--- src/rtl/vga_pkg.sv ---
// Shared constants and types for the on-screen clock scan sequencer.
// Default 640x480@60 timing, digit field offsets and the time-commit state type.
package vga_pkg;

  localparam int H_ACTIVE = 640;
  localparam int H_FP     = 16;
  localparam int H_SYNC   = 96;
  localparam int H_BP     = 48;
  localparam int V_ACTIVE = 480;
  localparam int V_FP     = 10;
  localparam int V_SYNC   = 2;
  localparam int V_BP     = 33;
  localparam int CW       = 11;

  localparam int H_TOTAL = H_ACTIVE + H_FP + H_SYNC + H_BP;
  localparam int V_TOTAL = V_ACTIVE + V_FP + V_SYNC + V_BP;

  // Digit nibble offsets inside the 24-bit {h1,h0,m1,m0,s1,s0} bus.
  localparam int DIG_W  = 24;
  localparam int OFS_S0 = 0;
  localparam int OFS_S1 = 4;
  localparam int OFS_M0 = 8;
  localparam int OFS_M1 = 12;
  localparam int OFS_H0 = 16;
  localparam int OFS_H1 = 20;

  // First blanking line: the only place new digits are allowed to appear.
  localparam int COMMIT_LINE = V_ACTIVE;

  localparam int BLINK_PERIOD = 30;

  typedef enum logic {
    ST_IDLE = 1'b0,
    ST_PEND = 1'b1
  } pend_state_t;

endpackage

--- src/rtl/vga_scan_ctrl_if.sv ---
// Bundle between the timekeeper/renderer side (master) and vga_scan_ctrl (slave).
interface vga_scan_ctrl_if;
  import vga_pkg::*;

  // time_upd is a one-cycle strobe qualifying time_in; there is no back-pressure.
  // time_ack pulses for one cycle when the latest buffered value lands on digits.
  logic [DIG_W-1:0] time_in;
  logic             time_upd;
  logic             time_ack;
  logic [DIG_W-1:0] digits;
  logic             h_sync;
  logic             v_sync;
  logic             disp_en;
  logic [CW-1:0]    pos_x;
  logic [CW-1:0]    pos_y;
  logic             line_start;
  logic             frame_start;
  logic             blink;
  pend_state_t      dbg_state;

  modport master (
    output time_in, time_upd,
    input  time_ack, digits, h_sync, v_sync, disp_en, pos_x, pos_y,
           line_start, frame_start, blink, dbg_state
  );

  modport slave (
    input  time_in, time_upd,
    output time_ack, digits, h_sync, v_sync, disp_en, pos_x, pos_y,
           line_start, frame_start, blink, dbg_state
  );
endinterface

--- src/rtl/vga_axis_cnt.sv ---
// One scan axis: wrapping counter plus active/sync phase decode.
module vga_axis_cnt #(
  parameter int ACTIVE = 640,
  parameter int FP     = 16,
  parameter int SYNC   = 96,
  parameter int BP     = 48,
  parameter int CW     = 11
) (
  input  logic          clk,
  input  logic          reset,
  input  logic          en,
  output logic [CW-1:0] cnt,
  output logic          wrap,
  output logic          in_active,
  output logic          in_sync
);

  localparam int TOTAL = ACTIVE + FP + SYNC + BP;
  localparam logic [CW-1:0] LAST    = CW'(TOTAL - 1);
  localparam logic [CW-1:0] ACT_END = CW'(ACTIVE);
  localparam logic [CW-1:0] SYN_LO  = CW'(ACTIVE + FP);
  localparam logic [CW-1:0] SYN_HI  = CW'(ACTIVE + FP + SYNC);

  always_ff @(posedge clk) begin
    if (reset) begin
      cnt <= '0;
    end else if (en) begin
      cnt <= (cnt == LAST) ? '0 : cnt + 1'b1;
    end
  end

  assign wrap      = en && (cnt == LAST);
  assign in_active = (cnt < ACT_END);
  assign in_sync   = (cnt >= SYN_LO) && (cnt < SYN_HI);

endmodule

--- src/rtl/vga_scan_ctrl.sv ---
// VGA timing generator and frame-synchronous digit buffer for the clock renderer.
// Optional colon blink generator enabled by defining VGA_BLINK_EN.
module vga_scan_ctrl #(
  parameter int H_ACTIVE = vga_pkg::H_ACTIVE,
  parameter int H_FP     = vga_pkg::H_FP,
  parameter int H_SYNC   = vga_pkg::H_SYNC,
  parameter int H_BP     = vga_pkg::H_BP,
  parameter int V_ACTIVE = vga_pkg::V_ACTIVE,
  parameter int V_FP     = vga_pkg::V_FP,
  parameter int V_SYNC   = vga_pkg::V_SYNC,
  parameter int V_BP     = vga_pkg::V_BP,
  parameter int CW       = vga_pkg::CW
) (
  input  logic            clk,
  input  logic            reset,
  vga_scan_ctrl_if.slave  bus
);
  import vga_pkg::*;

  localparam logic [CW-1:0] COMMIT_V = CW'(V_ACTIVE);

  logic [CW-1:0] h_cnt, v_cnt;
  logic h_wrap, v_wrap, h_act, v_act, h_syn, v_syn;
  logic frame_evt_q;

  vga_axis_cnt #(.ACTIVE(H_ACTIVE), .FP(H_FP), .SYNC(H_SYNC), .BP(H_BP), .CW(CW)) u_h_axis (
    .clk(clk), .reset(reset), .en(1'b1),
    .cnt(h_cnt), .wrap(h_wrap), .in_active(h_act), .in_sync(h_syn)
  );

  vga_axis_cnt #(.ACTIVE(V_ACTIVE), .FP(V_FP), .SYNC(V_SYNC), .BP(V_BP), .CW(CW)) u_v_axis (
    .clk(clk), .reset(reset), .en(h_wrap),
    .cnt(v_cnt), .wrap(v_wrap), .in_active(v_act), .in_sync(v_syn)
  );

  // High exactly while the counters sit at (0,0); reset parks them there.
  always_ff @(posedge clk) begin
    if (reset) frame_evt_q <= 1'b1;
    else       frame_evt_q <= v_wrap;
  end

  logic          hs_q, vs_q, de_q, ls_q, fs_q;
  logic [CW-1:0] px_q, py_q;

  always_ff @(posedge clk) begin
    if (reset) begin
      hs_q <= 1'b1;
      vs_q <= 1'b1;
      de_q <= 1'b0;
      px_q <= '0;
      py_q <= '0;
      ls_q <= 1'b0;
      fs_q <= 1'b0;
    end else begin
      hs_q <= ~h_syn;
      vs_q <= ~v_syn;
      de_q <= h_act && v_act;
      px_q <= (h_act && v_act) ? h_cnt : '0;
      py_q <= (h_act && v_act) ? v_cnt : '0;
      ls_q <= (h_cnt == '0);
      fs_q <= frame_evt_q;
    end
  end

  pend_state_t      state_q, state_d;
  logic [DIG_W-1:0] pend_q, pend_d;
  logic [DIG_W-1:0] digits_q, digits_d;
  logic             ack_q, ack_d;
  logic             commit;

  assign commit = (h_cnt == '0) && (v_cnt == COMMIT_V);

  always_ff @(posedge clk) begin
    if (reset) begin
      state_q  <= ST_IDLE;
      pend_q   <= '0;
      digits_q <= '0;
      ack_q    <= 1'b0;
    end else begin
      state_q  <= state_d;
      pend_q   <= pend_d;
      digits_q <= digits_d;
      ack_q    <= ack_d;
    end
  end

  // A strobe landing on the commit cycle is fresher than anything pending.
  always_comb begin
    state_d  = state_q;
    pend_d   = pend_q;
    digits_d = digits_q;
    ack_d    = 1'b0;
    if (commit) begin
      if (bus.time_upd) begin
        digits_d = bus.time_in;
        ack_d    = 1'b1;
      end else if (state_q == ST_PEND) begin
        digits_d = pend_q;
        ack_d    = 1'b1;
      end
      state_d = ST_IDLE;
    end else if (bus.time_upd) begin
      pend_d  = bus.time_in;
      state_d = ST_PEND;
    end
  end

`ifdef VGA_BLINK_EN
  logic [4:0] frm_q;
  logic       blink_q;

  always_ff @(posedge clk) begin
    if (reset) begin
      frm_q   <= '0;
      blink_q <= 1'b0;
    end else if (frame_evt_q) begin
      if (frm_q == 5'(BLINK_PERIOD - 1)) begin
        frm_q   <= '0;
        blink_q <= ~blink_q;
      end else begin
        frm_q <= frm_q + 1'b1;
      end
    end
  end

  assign bus.blink = blink_q;
`else
  assign bus.blink = 1'b0;
`endif

  assign bus.h_sync      = hs_q;
  assign bus.v_sync      = vs_q;
  assign bus.disp_en     = de_q;
  assign bus.pos_x       = px_q;
  assign bus.pos_y       = py_q;
  assign bus.line_start  = ls_q;
  assign bus.frame_start = fs_q;
  assign bus.digits      = digits_q;
  assign bus.time_ack    = ack_q;
  assign bus.dbg_state   = state_q;

endmodule

--- src/flat_wrapper.sv ---
// flat-port wrapper written by rule: the top's interface ports become plain ports
module vga_scan_ctrl_flat import vga_pkg::*;
#(
  parameter int H_ACTIVE = vga_pkg::H_ACTIVE,
  parameter int H_FP     = vga_pkg::H_FP,
  parameter int H_SYNC   = vga_pkg::H_SYNC,
  parameter int H_BP     = vga_pkg::H_BP,
  parameter int V_ACTIVE = vga_pkg::V_ACTIVE,
  parameter int V_FP     = vga_pkg::V_FP,
  parameter int V_SYNC   = vga_pkg::V_SYNC,
  parameter int V_BP     = vga_pkg::V_BP,
  parameter int CW       = vga_pkg::CW
)
  (clk, reset, bus_time_in, bus_time_upd, bus_time_ack, bus_digits, bus_h_sync, bus_v_sync, bus_disp_en, bus_pos_x, bus_pos_y, bus_line_start, bus_frame_start, bus_blink, bus_dbg_state);
  vga_scan_ctrl_if bus_i ();
  input  logic clk;
  input  logic reset;
  input wire logic [$bits(bus_i.time_in)-1:0] bus_time_in;
  input wire logic [$bits(bus_i.time_upd)-1:0] bus_time_upd;
  output wire logic [$bits(bus_i.time_ack)-1:0] bus_time_ack;
  output wire logic [$bits(bus_i.digits)-1:0] bus_digits;
  output wire logic [$bits(bus_i.h_sync)-1:0] bus_h_sync;
  output wire logic [$bits(bus_i.v_sync)-1:0] bus_v_sync;
  output wire logic [$bits(bus_i.disp_en)-1:0] bus_disp_en;
  output wire logic [$bits(bus_i.pos_x)-1:0] bus_pos_x;
  output wire logic [$bits(bus_i.pos_y)-1:0] bus_pos_y;
  output wire logic [$bits(bus_i.line_start)-1:0] bus_line_start;
  output wire logic [$bits(bus_i.frame_start)-1:0] bus_frame_start;
  output wire logic [$bits(bus_i.blink)-1:0] bus_blink;
  output wire logic [$bits(bus_i.dbg_state)-1:0] bus_dbg_state;
  assign bus_i.time_in = bus_time_in;
  assign bus_i.time_upd = bus_time_upd;
  assign bus_time_ack = bus_i.time_ack;
  assign bus_digits = bus_i.digits;
  assign bus_h_sync = bus_i.h_sync;
  assign bus_v_sync = bus_i.v_sync;
  assign bus_disp_en = bus_i.disp_en;
  assign bus_pos_x = bus_i.pos_x;
  assign bus_pos_y = bus_i.pos_y;
  assign bus_line_start = bus_i.line_start;
  assign bus_frame_start = bus_i.frame_start;
  assign bus_blink = bus_i.blink;
  assign bus_dbg_state = bus_i.dbg_state;
  vga_scan_ctrl #(.H_ACTIVE(H_ACTIVE), .H_FP(H_FP), .H_SYNC(H_SYNC), .H_BP(H_BP), .V_ACTIVE(V_ACTIVE), .V_FP(V_FP), .V_SYNC(V_SYNC), .V_BP(V_BP), .CW(CW)) u_core (.clk(clk), .reset(reset), .bus(bus_i));
endmodule
--- config.mk ---
export PLATFORM = sky130hd
export DESIGN_NAME = vga_scan_ctrl_flat
export DESIGN_NICKNAME = d
export VERILOG_FILES = /design/src/rtl/vga_pkg.sv /design/src/rtl/vga_scan_ctrl_if.sv /design/src/rtl/vga_axis_cnt.sv /design/src/rtl/vga_scan_ctrl.sv /design/src/flat_wrapper.sv
export SDC_FILE = /design/constraint.sdc
export NUM_CORES = 1
export LEC_CHECK = 0
export ABC_AREA = 1
export CORE_ASPECT_RATIO = 0.7
export CORE_UTILIZATION = 56
export DETAILED_ROUTE_END_ITERATION = 10
export HOLD_SLACK_MARGIN = 0.08
export PLACE_DENSITY = 0.85
export SLEW_MARGIN = 10
export SYNTH_ARGS = -nofsm -noshare
export SYNTH_HDL_FRONTEND = slang
export SYNTH_SLANG_ARGS = --single-unit
--- constraint.sdc ---
create_clock -name clk -period 3.6 [get_ports clk]
set_clock_uncertainty 0.2 [all_clocks]
set_input_delay 0.72 -clock clk [delete_from_list [all_inputs] [get_ports clk]]
set_output_delay 0.72 -clock clk [all_outputs]
set_load 0.02 [all_outputs]
==> flow_summary.toml <==
[outcome]
outcome = "finished, final reports clean"

[timing]
hold-worst-slack_ns = 0.217
hold_viol = 0
slew_violations = 0
rsz0062_at_grt = "no"
setup-tns-final_ns = 0
period_share_pct = 72.4
post-route-min-period_ns = 2.61
fmax_ghz = 0.384
finalSetupViolations = 0
timing.slew.headroom_pct = 36.8
max_slew.worst_pin.slew_ns = 0.945

[clock_network]
cts_sinks = 100
cts_buffer_depth = 2
post_cts_buffers = 0
cts.clk_slew.worst_paths_ns = 0.06
htreeDepth = 3
cts_inserted_buffers = 9
cts_resized = 0
cts_tree = "yes"
cts_root_buf = "clkbuf_16"
worstSkewPairLatency_ns = 0.34
cts_hold_buf = 0

[pwr]
powerDensity_mw_per_mm2 = 421
irDropWorstVdd_uv = 262
p_sw_uw = 503
swShare_pct = 21.4
leakagePower_nw = 2.54
power_frac_clock_pct = 43.3
power_frac_seq_pct = 49.0
intPower_mw = 1.85
comb_power_share_pct = 7.7

[cells_and_area]
layout-drive-gt1-share_pct = 9.24
area_delta_synth_final_pct = 24.3
fillers = 590
final_net_count = 720
antenna_cells = 0
finish.utilization_pct = 74.3
layout_commonest_cell = "nor2_1"
layout_common_cells = "nor2_1 (136), nand2_1 (117), dfxtp_1 (100), inv_1 (86), clkdlybuf4s50_1 (78)"

[critical_path]
r2r-start = "u_core.u_v_axis.cnt[1]$_SDFFE_PP0P_"
criticalPathCategory = "reg -> reg"
crit_required_ns = 3.63
rrSetupSlack_ns = 0.99
cp_max_fo = 48
cp.arrival_ns = 2.64
r2r-end = "u_core.bus.digits[14]$_SDFFE_PP0P_"
cp-end-kind = "flop"
worst_setup_path_start_kind = "flop"
r2r_cells = 7

[synthesis]
seq_area_frac_synth_pct = 44.6
syn_inst = 622
syn_area_mm2 = 0.00449
async_reset_ff_share_pct = 0
avgSynthCellArea_um2 = 7.22
synth_area_leaders = "dfxtp_1 (45%), nor2_1 (11%), nand2_1 (9.9%)"
yosysWarningCount = 0
synthDistinctLibCells = 31
synth_edf_count = 0
netlist.area_leader.share_pct = 44.6
ys_ff_latch = 100
synth_largest_area_cell = "dfxtp_1"
synth_ff_type = "dfxtp_1"

[min_path]
hold_path_class = "reg -> reg"
worstHoldPathCells = 2
worstHoldStart = "u_core.frame_evt_q$_SDFF_PP1_"
min_to = "u_core.bus.frame_start$_SDFF_PP0_"

[grt]
grt_max_degree = 73
grt_usage_pct = 24.0
grt_pass1_wl_um = 15900
overflow = 0
antenna_found_initial = 0
grt_pass1_vias = 3536

[detailed_routing]
vias_per_cell = 5.13
wl_per_cell_um = 12.8
ant_nets = 0
drt_wl_total_um = 10100
num_vias = 4061
remaining_drc_errors = 0
firstDrtPassIters = 5
drt-initial-drc-count = 296

[die]
core_area_mm2 = 0.00751
ioPinCount = 81
dieArea_mm2 = 0.00839
fp.dieW_um = 109
rows = 26
die_y_um = 76.9
start_util_pct = 59.8

[flow_run]
cap_viol_max_count = 0

[place]
gp_congestion = 0.907
hpwl_um = 6800
portBuffers = 79
==> Yosys cell counts (all sizes together) (4+ instances only) <==
library cell,instances
nand2,120
a21oi,32
o21ai,6
ha,4
inv,90
clkbuf,7
buf,21
nor2,142
nand4,9
nand3,50
mux2,24
xor2,4
nor3,6
dfxtp,100
==> per-layer routing <==
layer / GRT usage [%] / vias to the layer above / routed length [um]
met5: 0 / - / 0
met4: 7.84 / 0 / 127
met3: 6.80 / 13 / 874
met2: 37.1 / 183 / 4560
met1: 32.1 / 1824 / 4520
li1: - / 2041 / -
==> worst max-delay path by stage <==
| stage | startpoint | cells after the start | slack [ns] | endpoint |
|---|---|---|---|---|
| 2_1_floorplan | bus_time_upd | 6 | 1.69 | u_core.pend_q[10]$_SDFFE_PP0P_ |
| 3_3_place_gp | u_core.u_v_axis.cnt[1]$_SDFFE_PP0P_ | 7 | 1.08 | u_core.bus.digits[14]$_SDFFE_PP0P_ |
| 3_5_place_dp | u_core.u_v_axis.cnt[1]$_SDFFE_PP0P_ | 7 | 1.02 | u_core.bus.digits[14]$_SDFFE_PP0P_ |
| 4_1_cts | u_core.u_v_axis.cnt[1]$_SDFFE_PP0P_ | 8 | 1.01 | u_core.bus.digits[18]$_SDFFE_PP0P_ |
| 5_1_grt | u_core.u_v_axis.cnt[0]$_SDFFE_PP0P_ | 7 | 0.78 | u_core.bus.digits[7]$_SDFFE_PP0P_ |
| 6_report | u_core.u_v_axis.cnt[1]$_SDFFE_PP0P_ | 7 | 0.99 | u_core.bus.digits[14]$_SDFFE_PP0P_ |
==> kinds of logic (layout without fill, tap and decap cells) <==
| family | Yosys count | after routing | share of synthesized area [%] |
|---|---|---|---|
| fa+ha+maj | 4 | 4 | 1.11 |
| flops | 100 | 100 | 44.6 |
| buf+inv | 119 | 187 | 11.3 |
| compound gates | 39 | 39 | 5.10 |
| mux | 24 | 24 | 6.02 |
| other cells | 1 | 4 | 0.0835 |
| xor+xnor | 4 | 4 | 0.780 |
| simple gates | 331 | 331 | 31.0 |
==> final cells by class <==
type / instances / area [um2] / share of cell area [%]
repair buffers: 81 / 801 / 14.3
multi-input cells: 406 / 2000 / 35.8
clock inverters: 4 / 73.8 / 1.32
well taps: 98 / 123 / 2.20
inverters: 91 / 342 / 6.12
flip-flops and latches: 100 / 2000 / 35.9
clock buffers: 11 / 243 / 4.35
==> per-stage QoR <==
stage,cell area (um2),total power [mW],cells,worst slack (ns)
4_1_cts,5580,2.37,791,1.01
5_1_grt,5580,2.43,791,0.776
3_5_place_dp,5270,1.35,776,1.02
6_report,5580,2.35,791,0.992
2_1_floorplan,4500,1.29,625,1.69
3_3_place_gp,5270,1.35,776,1.08
==> power groups by stage <==
stage               sequential (mW)  clock (mW)  combinational (mW)
CTS                            1.15        1.03               0.181
detailed placement             1.18           0               0.179
global placement               1.17           0               0.172
finish                         1.15        1.02               0.181
global route                   1.15        1.08               0.198
floorplan                      1.18           0               0.110
==> state kept, by name, summed over array words and instances, names as in the netlist <==
signal and count:
u_core.bus.pos_x 11, u_core.bus.dbg_state 1, u_core.pend_q 24, u_core.u_h_axis.cnt 11
u_core.bus.digits 24, u_core.bus.time_ack 1, u_core.bus.h_sync 1, u_core.bus.frame_start 1
u_core.bus.v_sync 1, u_core.bus.line_start 1, u_core.bus.pos_y 11, u_core.frame_evt_q 1
u_core.u_v_axis.cnt 11, u_core.bus.disp_en 1
==> critical path: stages, from the launching register on <==
cell and delay [ns]:
dfxtp_1 0.33, inv_1 0.13, ha_1 0.25, nand4_1 0.11, nor2_1 0.26, nand3_2 0.75
nor2_1 0.38, nor2_1 0.08
No activity file was read; power rests on OpenSTA's default activity.
